File: config.mk
export PLATFORM = sky130hd
export DESIGN_NAME = fft_peak_detect_flat
export DESIGN_NICKNAME = d
export VERILOG_FILES = /design/src/rtl/fft_peak_detect_pkg.sv /design/src/rtl/fft_peak_detect_if.sv /design/src/rtl/fft_peak_detect_mag_sq.sv /design/src/rtl/fft_peak_detect.sv /design/src/flat_wrapper.sv
export SDC_FILE = /design/constraint.sdc
export NUM_CORES = 2
export LEC_CHECK = 0
export BUFFER_PORTS_ARGS = -buffer_cell sky130_fd_sc_hd__buf_2
export CAP_MARGIN = 20
export CORE_AREA = 2 2 253 442
export DETAILED_ROUTE_END_ITERATION = 8
export DIE_AREA = 0 0 255 444
export HOLD_SLACK_MARGIN = 0.02
export PLACE_DENSITY = 0.49
export SYNTH_ARGS = -nofsm -noshare
export SYNTH_HDL_FRONTEND = slang
export SYNTH_SLANG_ARGS = --single-unit
export TNS_END_PERCENT = 50
File: constraint.sdc
create_clock -name clk -period 7.3 [get_ports clk]
set_input_delay 1.46 -clock clk [delete_from_list [all_inputs] [get_ports clk]]
set_output_delay 1.46 -clock clk [all_outputs]
set_load 0.01 [all_outputs]
File: src/rtl/fft_peak_detect_pkg.sv
// fft_peak_detect shared constants and types.
// Default geometry of the FFT output stream.
package fft_peak_detect_pkg;

  localparam int DEF_DATA_WID     = 16;
  localparam int DEF_FFT_LEN      = 64;
  localparam int DEF_LOG2_FFT_LEN = 6;
  localparam int DEF_PWR_WID      = 2 * DEF_DATA_WID;

  typedef logic [DEF_PWR_WID-1:0]      pwr_t;
  typedef logic [DEF_LOG2_FFT_LEN-1:0] bin_t;

  typedef struct packed {
    logic first;
    logic last;
    bin_t bin;
  } tag_t;

endpackage

File: src/rtl/fft_peak_detect_if.sv
// fft_peak_detect stream bundle.
// Input bin stream plus power and peak result streams.
interface fft_peak_detect_if
  import fft_peak_detect_pkg::*;
#(
  parameter int DATA_WID     = DEF_DATA_WID,
  parameter int LOG2_FFT_LEN = DEF_LOG2_FFT_LEN
);

  localparam int PWR_WID = 2 * DATA_WID;

  logic                       val_i;
  logic signed [DATA_WID-1:0] fft_data_re_i;
  logic signed [DATA_WID-1:0] fft_data_im_i;

  logic                    pwr_val_o;
  logic [PWR_WID-1:0]      pwr_o;
  logic [LOG2_FFT_LEN-1:0] pwr_bin_o;

  logic                    peak_val_o;
  logic [PWR_WID-1:0]      peak_pwr_o;
  logic [LOG2_FFT_LEN-1:0] peak_bin_o;

  logic                    frame_err_o;

  modport master (
    output val_i,
    output fft_data_re_i,
    output fft_data_im_i,
    input  pwr_val_o,
    input  pwr_o,
    input  pwr_bin_o,
    input  peak_val_o,
    input  peak_pwr_o,
    input  peak_bin_o,
    input  frame_err_o
  );

  modport slave (
    input  val_i,
    input  fft_data_re_i,
    input  fft_data_im_i,
    output pwr_val_o,
    output pwr_o,
    output pwr_bin_o,
    output peak_val_o,
    output peak_pwr_o,
    output peak_bin_o,
    output frame_err_o
  );

endinterface

File: src/rtl/fft_peak_detect_mag_sq.sv
// fft_mag_sq: two-stage |X|^2 pipeline.
// Valid and frame tags ride alongside the data.
module fft_mag_sq
  import fft_peak_detect_pkg::*;
#(
  parameter int DATA_WID     = DEF_DATA_WID,
  parameter int LOG2_FFT_LEN = DEF_LOG2_FFT_LEN,
  localparam int PWR_WID     = 2 * DATA_WID
) (
  input  logic                          clk,
  input  logic                          rst_n,
  input  logic                          in_val,
  input  logic signed [DATA_WID-1:0]    in_re,
  input  logic signed [DATA_WID-1:0]    in_im,
  input  logic                          in_first,
  input  logic                          in_last,
  input  logic [LOG2_FFT_LEN-1:0]       in_bin,
  output logic                          out_val,
  output logic [PWR_WID-1:0]            out_pwr,
  output logic                          out_first,
  output logic                          out_last,
  output logic [LOG2_FFT_LEN-1:0]       out_bin
);

  logic signed [PWR_WID-1:0] re_x;
  logic signed [PWR_WID-1:0] im_x;

  logic                    s1_val;
  logic [PWR_WID-1:0]      s1_sq_re;
  logic [PWR_WID-1:0]      s1_sq_im;
  logic                    s1_first;
  logic                    s1_last;
  logic [LOG2_FFT_LEN-1:0] s1_bin;

  assign re_x = {{DATA_WID{in_re[DATA_WID-1]}}, in_re};
  assign im_x = {{DATA_WID{in_im[DATA_WID-1]}}, im_sgn_fix(in_im)};

  function automatic logic [DATA_WID-1:0] im_sgn_fix(
    input logic [DATA_WID-1:0] v
  );
    return v;
  endfunction

  // Stage 1: square each component; a square is never negative.
  always_ff @(posedge clk or negedge rst_n) begin
    if (!rst_n) begin
      s1_val   <= 1'b0;
      s1_sq_re <= '0;
      s1_sq_im <= '0;
      s1_first <= 1'b0;
      s1_last  <= 1'b0;
      s1_bin   <= '0;
    end else begin
      s1_val   <= in_val;
      s1_sq_re <= re_x * re_x;
      s1_sq_im <= im_x * im_x;
      s1_first <= in_first;
      s1_last  <= in_last;
      s1_bin   <= in_bin;
    end
  end

  // Stage 2: sum of squares; peaks at 2^(PWR_WID-1), no carry out.
  always_ff @(posedge clk or negedge rst_n) begin
    if (!rst_n) begin
      out_val   <= 1'b0;
      out_pwr   <= '0;
      out_first <= 1'b0;
      out_last  <= 1'b0;
      out_bin   <= '0;
    end else begin
      out_val   <= s1_val;
      out_pwr   <= s1_sq_re + s1_sq_im;
      out_first <= s1_first;
      out_last  <= s1_last;
      out_bin   <= s1_bin;
    end
  end

endmodule

File: src/rtl/fft_peak_detect.sv
// fft_peak_detect: power spectrum and per-frame peak.
// Counts bins, flags truncation, tracks the max bin.
module fft_peak_detect
  import fft_peak_detect_pkg::*;
#(
  parameter int DATA_WID     = DEF_DATA_WID,
  parameter int FFT_LEN      = DEF_FFT_LEN,
  parameter int LOG2_FFT_LEN = DEF_LOG2_FFT_LEN,
  parameter bit SKIP_DC      = 1'b0,
  localparam int PWR_WID     = 2 * DATA_WID
) (
  input logic              clk,
  input logic              rst_n,
  fft_peak_detect_if.slave bus
);

  localparam logic [LOG2_FFT_LEN-1:0] LAST_BIN =
    LOG2_FFT_LEN'(FFT_LEN - 1);

  logic [LOG2_FFT_LEN-1:0] in_cnt;
  logic                    in_first;
  logic                    in_last;
  logic                    trunc;

  logic                    s2_val;
  logic [PWR_WID-1:0]      s2_pwr;
  logic                    s2_first;
  logic                    s2_last;
  logic [LOG2_FFT_LEN-1:0] s2_bin;

  logic [PWR_WID-1:0]      cur_max;
  logic [LOG2_FFT_LEN-1:0] cur_bin;
  logic [PWR_WID-1:0]      nxt_max;
  logic [LOG2_FFT_LEN-1:0] nxt_bin;

  logic                    peak_val;
  logic [PWR_WID-1:0]      peak_pwr;
  logic [LOG2_FFT_LEN-1:0] peak_bin;
  logic                    frame_err;

  assign in_first = bus.val_i && (in_cnt == '0);
  assign in_last  = bus.val_i && (in_cnt == LAST_BIN);
  assign trunc    = !bus.val_i && (in_cnt != '0);

  // Bin counter; any gap inside a frame restarts at bin 0.
  always_ff @(posedge clk or negedge rst_n) begin
    if (!rst_n) begin
      in_cnt <= '0;
    end else if (!bus.val_i) begin
      in_cnt <= '0;
    end else if (in_cnt == LAST_BIN) begin
      in_cnt <= '0;
    end else begin
      in_cnt <= in_cnt + 1'b1;
    end
  end

  fft_mag_sq #(
    .DATA_WID     (DATA_WID),
    .LOG2_FFT_LEN (LOG2_FFT_LEN)
  ) u_mag_sq (
    .clk       (clk),
    .rst_n     (rst_n),
    .in_val    (bus.val_i),
    .in_re     (bus.fft_data_re_i),
    .in_im     (bus.fft_data_im_i),
    .in_first  (in_first),
    .in_last   (in_last),
    .in_bin    (in_cnt),
    .out_val   (s2_val),
    .out_pwr   (s2_pwr),
    .out_first (s2_first),
    .out_last  (s2_last),
    .out_bin   (s2_bin)
  );

  // Running max including the current bin; ties keep the older bin.
  always_comb begin
    nxt_max = cur_max;
    nxt_bin = cur_bin;
    if (s2_first) begin
      nxt_max = SKIP_DC ? '0 : s2_pwr;
      nxt_bin = '0;
    end else if (s2_pwr > cur_max) begin
      nxt_max = s2_pwr;
      nxt_bin = s2_bin;
    end
  end

  // Tracker state advances only on valid stage-2 bins.
  always_ff @(posedge clk or negedge rst_n) begin
    if (!rst_n) begin
      cur_max <= '0;
      cur_bin <= '0;
    end else if (s2_val) begin
      cur_max <= nxt_max;
      cur_bin <= nxt_bin;
    end
  end

  // Result registers, loaded only by a last-tagged bin.
  always_ff @(posedge clk or negedge rst_n) begin
    if (!rst_n) begin
      peak_val  <= 1'b0;
      peak_pwr  <= '0;
      peak_bin  <= '0;
      frame_err <= 1'b0;
    end else begin
      peak_val  <= s2_val && s2_last;
      frame_err <= trunc;
      if (s2_val && s2_last) begin
        peak_pwr <= nxt_max;
        peak_bin <= nxt_bin;
      end
    end
  end

  assign bus.pwr_val_o   = s2_val;
  assign bus.pwr_o       = s2_pwr;
  assign bus.pwr_bin_o   = s2_bin;
  assign bus.peak_val_o  = peak_val;
  assign bus.peak_pwr_o  = peak_pwr;
  assign bus.peak_bin_o  = peak_bin;
  assign bus.frame_err_o = frame_err;

endmodule

File: src/flat_wrapper.sv
// flat-port wrapper written by rule: the top's interface ports become plain ports
module fft_peak_detect_flat import fft_peak_detect_pkg::*;
#(
  parameter int DATA_WID     = DEF_DATA_WID,
  parameter int FFT_LEN      = DEF_FFT_LEN,
  parameter int LOG2_FFT_LEN = DEF_LOG2_FFT_LEN,
  parameter bit SKIP_DC      = 1'b0,
  localparam int PWR_WID     = 2 * DATA_WID
)
  (clk, rst_n, bus_val_i, bus_fft_data_re_i, bus_fft_data_im_i, bus_pwr_val_o, bus_pwr_o, bus_pwr_bin_o, bus_peak_val_o, bus_peak_pwr_o, bus_peak_bin_o, bus_frame_err_o);
  fft_peak_detect_if #(.DATA_WID(DATA_WID), .LOG2_FFT_LEN(LOG2_FFT_LEN)) bus_i ();
  input logic clk;
  input logic rst_n;
  input wire logic [$bits(bus_i.val_i)-1:0] bus_val_i;
  input wire logic [$bits(bus_i.fft_data_re_i)-1:0] bus_fft_data_re_i;
  input wire logic [$bits(bus_i.fft_data_im_i)-1:0] bus_fft_data_im_i;
  output wire logic [$bits(bus_i.pwr_val_o)-1:0] bus_pwr_val_o;
  output wire logic [$bits(bus_i.pwr_o)-1:0] bus_pwr_o;
  output wire logic [$bits(bus_i.pwr_bin_o)-1:0] bus_pwr_bin_o;
  output wire logic [$bits(bus_i.peak_val_o)-1:0] bus_peak_val_o;
  output wire logic [$bits(bus_i.peak_pwr_o)-1:0] bus_peak_pwr_o;
  output wire logic [$bits(bus_i.peak_bin_o)-1:0] bus_peak_bin_o;
  output wire logic [$bits(bus_i.frame_err_o)-1:0] bus_frame_err_o;
  assign bus_i.val_i = bus_val_i;
  assign bus_i.fft_data_re_i = bus_fft_data_re_i;
  assign bus_i.fft_data_im_i = bus_fft_data_im_i;
  assign bus_pwr_val_o = bus_i.pwr_val_o;
  assign bus_pwr_o = bus_i.pwr_o;
  assign bus_pwr_bin_o = bus_i.pwr_bin_o;
  assign bus_peak_val_o = bus_i.peak_val_o;
  assign bus_peak_pwr_o = bus_i.peak_pwr_o;
  assign bus_peak_bin_o = bus_i.peak_bin_o;
  assign bus_frame_err_o = bus_i.frame_err_o;
  fft_peak_detect #(.DATA_WID(DATA_WID), .FFT_LEN(FFT_LEN), .LOG2_FFT_LEN(LOG2_FFT_LEN), .SKIP_DC(SKIP_DC)) u_core (.clk(clk), .rst_n(rst_n), .bus(bus_i));
endmodule
After elaboration in Yosys (flattened, before gate mapping)
Cells that the tools add are included.
{ "totals": {"regBits": 198, "in_bits": 35, "output_inout_bits": 79, "word_cells": 37} }
{ "classes": {"n_addsub": 2, "n_mul": 2, "magnitude_cmp": 1, "eq_ne": 1, "muxes": 6, "n_reduce_logical": 7} }
{ "ops": {"columns": ["operator", "count"], "rows": [
  ["$mul 16x16->32", 2],
  ["$mux 32", 2],
  ["$add 32x32->32", 1],
  ["$gt 32x32->1", 1],
  ["$mux 6", 4],
  ["$add 6x1->6 const B", 1],
  ["$eq 6x6->1 const B", 1],
  ["$logic_not 6->1", 1],
  ["$reduce_bool 6->1", 1],
  ["$logic_and 1x1->1", 4],
  ["$logic_not 1->1", 1]
]} }

Logic depth before layout (Yosys ltp)
{ "depth": {"word_depth": 3, "mapped_depth": 24, "depth_no_buf": 23} }

Hierarchy
From an unflattened synthesis, not the netlist that was laid out.
{ "hier_totals": {"hier_cells": 2679, "hier_area_um2": 26340.3} }
{ "by_module_without_submodules": {"columns": ["module", "instances", "cells_each", "area_per_inst_um2", "seq_area_each_um2"], "rows": [
  ["fft_mag_sq", 1, 2257, 21961.1, 2802.7],
  ["fft_peak_detect", 1, 422, 4379.2, 2102.0]
]} }

Least setup slack after synthesis
Ideal clock, no wire load.
{ "synth_timing": {"kind": "input to register", "from": "input port bus_fft_data_im_i[5]", "to": "register u_core.u_mag_sq.s1_sq_im[31]", "setup_ns": 0.080, "arrival_ns": 7.261, "t_required_ns": 7.220, "slack_ns": -0.041, "stages": 21, "n_path_buf": 2, "cell_sequence": "clkbuf_1 -> clkbuf_1 -> nand2_1 -> fa_1 -> inv_1 -> fa_1 -> fa_1 -> fa_1 -> fa_1 -> inv_1 -> fa_1 -> inv_1 -> ha_1 -> and4_1 -> and2_1 -> o21ai_0 -> a21oi_1 -> a2111oi_0 -> o21bai_1 -> a21oi_1 -> xnor2_1"} }
{ "synth_between": {"elab_chain_len": 1} }
{ "synth_lines": {"columns": ["element", "line", "source"], "rows": [
  ["start, declared", "flat_wrapper.sv:16", "input wire logic [$bits(bus_i.fft_data_im_i)-1:0] bus_fft_data_im_i;"],
  ["$mul 16x16->32", "fft_peak_detect_mag_sq.sv:56", "s1_sq_im <= im_x * im_x;"],
  ["end signal, assigned", "fft_peak_detect_mag_sq.sv:56", null],
  ["end, declared", "fft_peak_detect_mag_sq.sv:30", "logic [PWR_WID-1:0] s1_sq_im;"]
]} }
No other way between the ends.
A chain may end at the register's enable or synchronous reset.

Final worst setup path
{ "layout_timing": {"from": "input port bus_fft_data_im_i[13]", "to": "register u_core.u_mag_sq.s1_sq_im[31]"} }
Same word-level chain as after synthesis.

==> results.yml <==
clock_tree:
  post_cts_resized: 0
  htree_levels: 4
  hold_buffers: 0
  cts_buffers: 17
  cts_setup_buffers: 0
  clock_latency_ns: 0.45
  clk_pin_slew_ns: 0.08
  cts_tree: "yes"
  cts_sinks: 196
  cts_root_buf: "clkbuf_16"
  clk_path_buf_depth: 2
drt:
  vias: 19700
  wl_per_cell_um: 15.7
  dr.pass1.iters: 5
  drc: 0
  detail-route-antenna-nets: 0
  drtIter0Drc: 883
  wl_um: 71100
  via_per_inst: 4.34
synthesis:
  synthCells: 2828
  yosysSeqAreaShare: 0.180
  avgSynthCellArea_sq_um: 9.64
  synth_edf_count: 0
  synthSimpleGateAreaFrac: 0.118
  synth-xor-area-share: 0.0366
  ys_ff_latch: 196
  ys.flop_type: "dfrtp_1"
  yosysWarnings: 0
  yosysMostFrequentCell: "inv_1"
  ys_top_cells_by_area: "fa_1, dfrtp_1, ha_1"
  synth_top_family_by_area: "adder cells"
  ys_types: 70
  synth_compound_area_frac: 0.0886
  yosys.area_share.adder: 0.455
  synth_mux_area_frac: 0.0148
  syn_area_sq_um: 27300
  yosysTopAreaCell: "fa_1"
  async_reset_ff_frac: 1.00
  yosys-top-cells-count: "inv_1, fa_1, ha_1"
  syn-num-nets: 3574
  synth_top_cell_area_share: 0.344
worst_setup_path:
  crit_arrival_ns: 7.37
  endpoint_kind: "flip-flop"
  critPathMaxFanout: 10
  startpoint: "bus_fft_data_im_i[13]"
  required_ns: 7.67
  worstSetupPathType: "in2reg"
  rr_worst_depth: 9
  rr_startpoint: "u_core.u_mag_sq.out_pwr[30]"
  cp-start-kind: "input port"
layout:
  syn_to_final_growth_pct: 15.0
  final_util: 0.285
  final.fill_count: 11700
  fin_nets: 3803
  final_layout_size_suffix_gt1_frac: 0.129
  fin_area_sq_um: 31300
flow_run:
  maxCapViolCount: 0
placed_design:
  dp_hpwl_um: 61500
  gp_congestion: 0.823
  post_dp_cell_area_sq_um: 30800
  io_buffers: 113
sta:
  finClkSkew_ns: 0.0193
  period_needed_ns: 7.00
  tightest_slew_ns: 0.886
  holdWs_ns: 0.352
  period_share: 0.959
  rsz0062_at_grt: "false"
  setup_violations: 0
  slew_headroom: 0.409
  drv_slew: 0
  hold_violations: 0
  max_freq_ghz: 0.143
worst_hold_path:
  min_path_cells: 0
  worstHoldStart: "u_core.u_mag_sq.s1_bin[0]"
  min_path_type: "reg2reg"
run_status:
  status: "finished, final reports clean"
floorplan:
  core_sq_um: 110000
  fp.dieH_um: 444
  die_area_sq_um: 113000
  initial_core_util: 0.248
  num_rows: 161
  die_w_um: 255
  pin_count: 114
grt:
  grt_pass1_vias: 21800
  grt_max_degree: 71
  grt_usage: 0.130
  grt_pass1_wl_um: 115000
  antenna_found_initial: 5
  grt_remaining_overflow: 0
## state kept, by name (all words and copies together) (netlist names), 6 cells and up
signal / count
u_core.u_mag_sq.s1_bin: 6
u_core.u_mag_sq.s1_sq_im: 31
u_core.bus.peak_bin_o: 6
u_core.u_mag_sq.s1_sq_re: 31
u_core.cur_bin: 6
u_core.u_mag_sq.out_pwr: 32
u_core.bus.peak_pwr_o: 32
u_core.u_mag_sq.out_bin: 6
u_core.in_cnt: 6
u_core.cur_max: 32
## kinds of logic (layout without fill, tap and decap cells)
family,Yosys count,in the layout
buffers and inverters,772,1012
adder cells (fa/ha/maj),711,711
AND/OR/NAND/NOR,676,676
AO/OA/AOI/OAI,323,323
flip-flops,196,196
XOR/XNOR,114,114
multiplexers,36,36
other,0,1
## area by class of cell
class                      count  area (sq um)  share of cell area
clock buffer                  17           425              0.0136
multi-input combinational   1860         19400               0.620
clock inverter                13           148             0.00471
inverter                     684          2570              0.0819
timing repair buffer         298          2020              0.0645
sequential                   196          4910               0.157
tap                         1467          1840              0.0586
antenna                        1          2.50           0.0000798
## worst paths after layout
kind	slack, ns	end
min	0.35	u_core.u_mag_sq.out_bin[0]
max	0.30	u_core.u_mag_sq.s1_sq_im[31]
min reg2reg	0.35	u_core.u_mag_sq.out_bin[0]
max reg2reg	3.54	u_core.cur_max[30]
min in group asynchronous	0.98	u_core.bus.peak_pwr_o[21]
max in group asynchronous	4.98	u_core.u_mag_sq.out_first
## metal layers
metal  wire length (um)  share of wire  track usage
met1              24500           0.34        0.130
met2              43300           0.61        0.277
met3               1560          0.022       0.0109
met5                 62        0.00087            0
met4               1680          0.024       0.0336
## stage by stage
stage | setup TNS (ns) | instances | setup slack, ns
floorplan | 0 | 2828 | 0.0519
global placement | -0.103 | 4504 | -0.103
detailed placement | -0.259 | 4505 | -0.167
CTS | 0 | 4535 | 0.315
global route | 0 | 4535 | 0.0240
finish | 0 | 4536 | 0.298
## critical path, cell delays in order
cell       delay [ns]
buf_2            0.26
buf_4            0.26
nand2_1          0.12
fa_1             0.54
inv_1            0.05
fa_1             0.45
fa_1             0.56
fa_1             0.46
fa_1             0.49
inv_1            0.05
fa_1             0.47
inv_1            0.04
ha_1             0.31
nor2b_1          0.16
a221oi_1         0.31
o221ai_1         0.31
a2111oi_0        0.46
buf_4            0.19
o21bai_1         0.07
a21oi_1          0.18
xnor2_1          0.15
## cell usage in the layout (no fill, tap or decap), types with 89 or more instances in the layout
cell type	count
and2_1	91
buf_2	112
buf_4	181
dfrtp_1	195
fa_1	467
ha_1	243
inv_1	683
nand2_1	237
nor2_1	147
xnor2_1	89
Power is not shown: default switching activity piles up to over one toggle a cycle in this logic, so the estimate is an artifact.
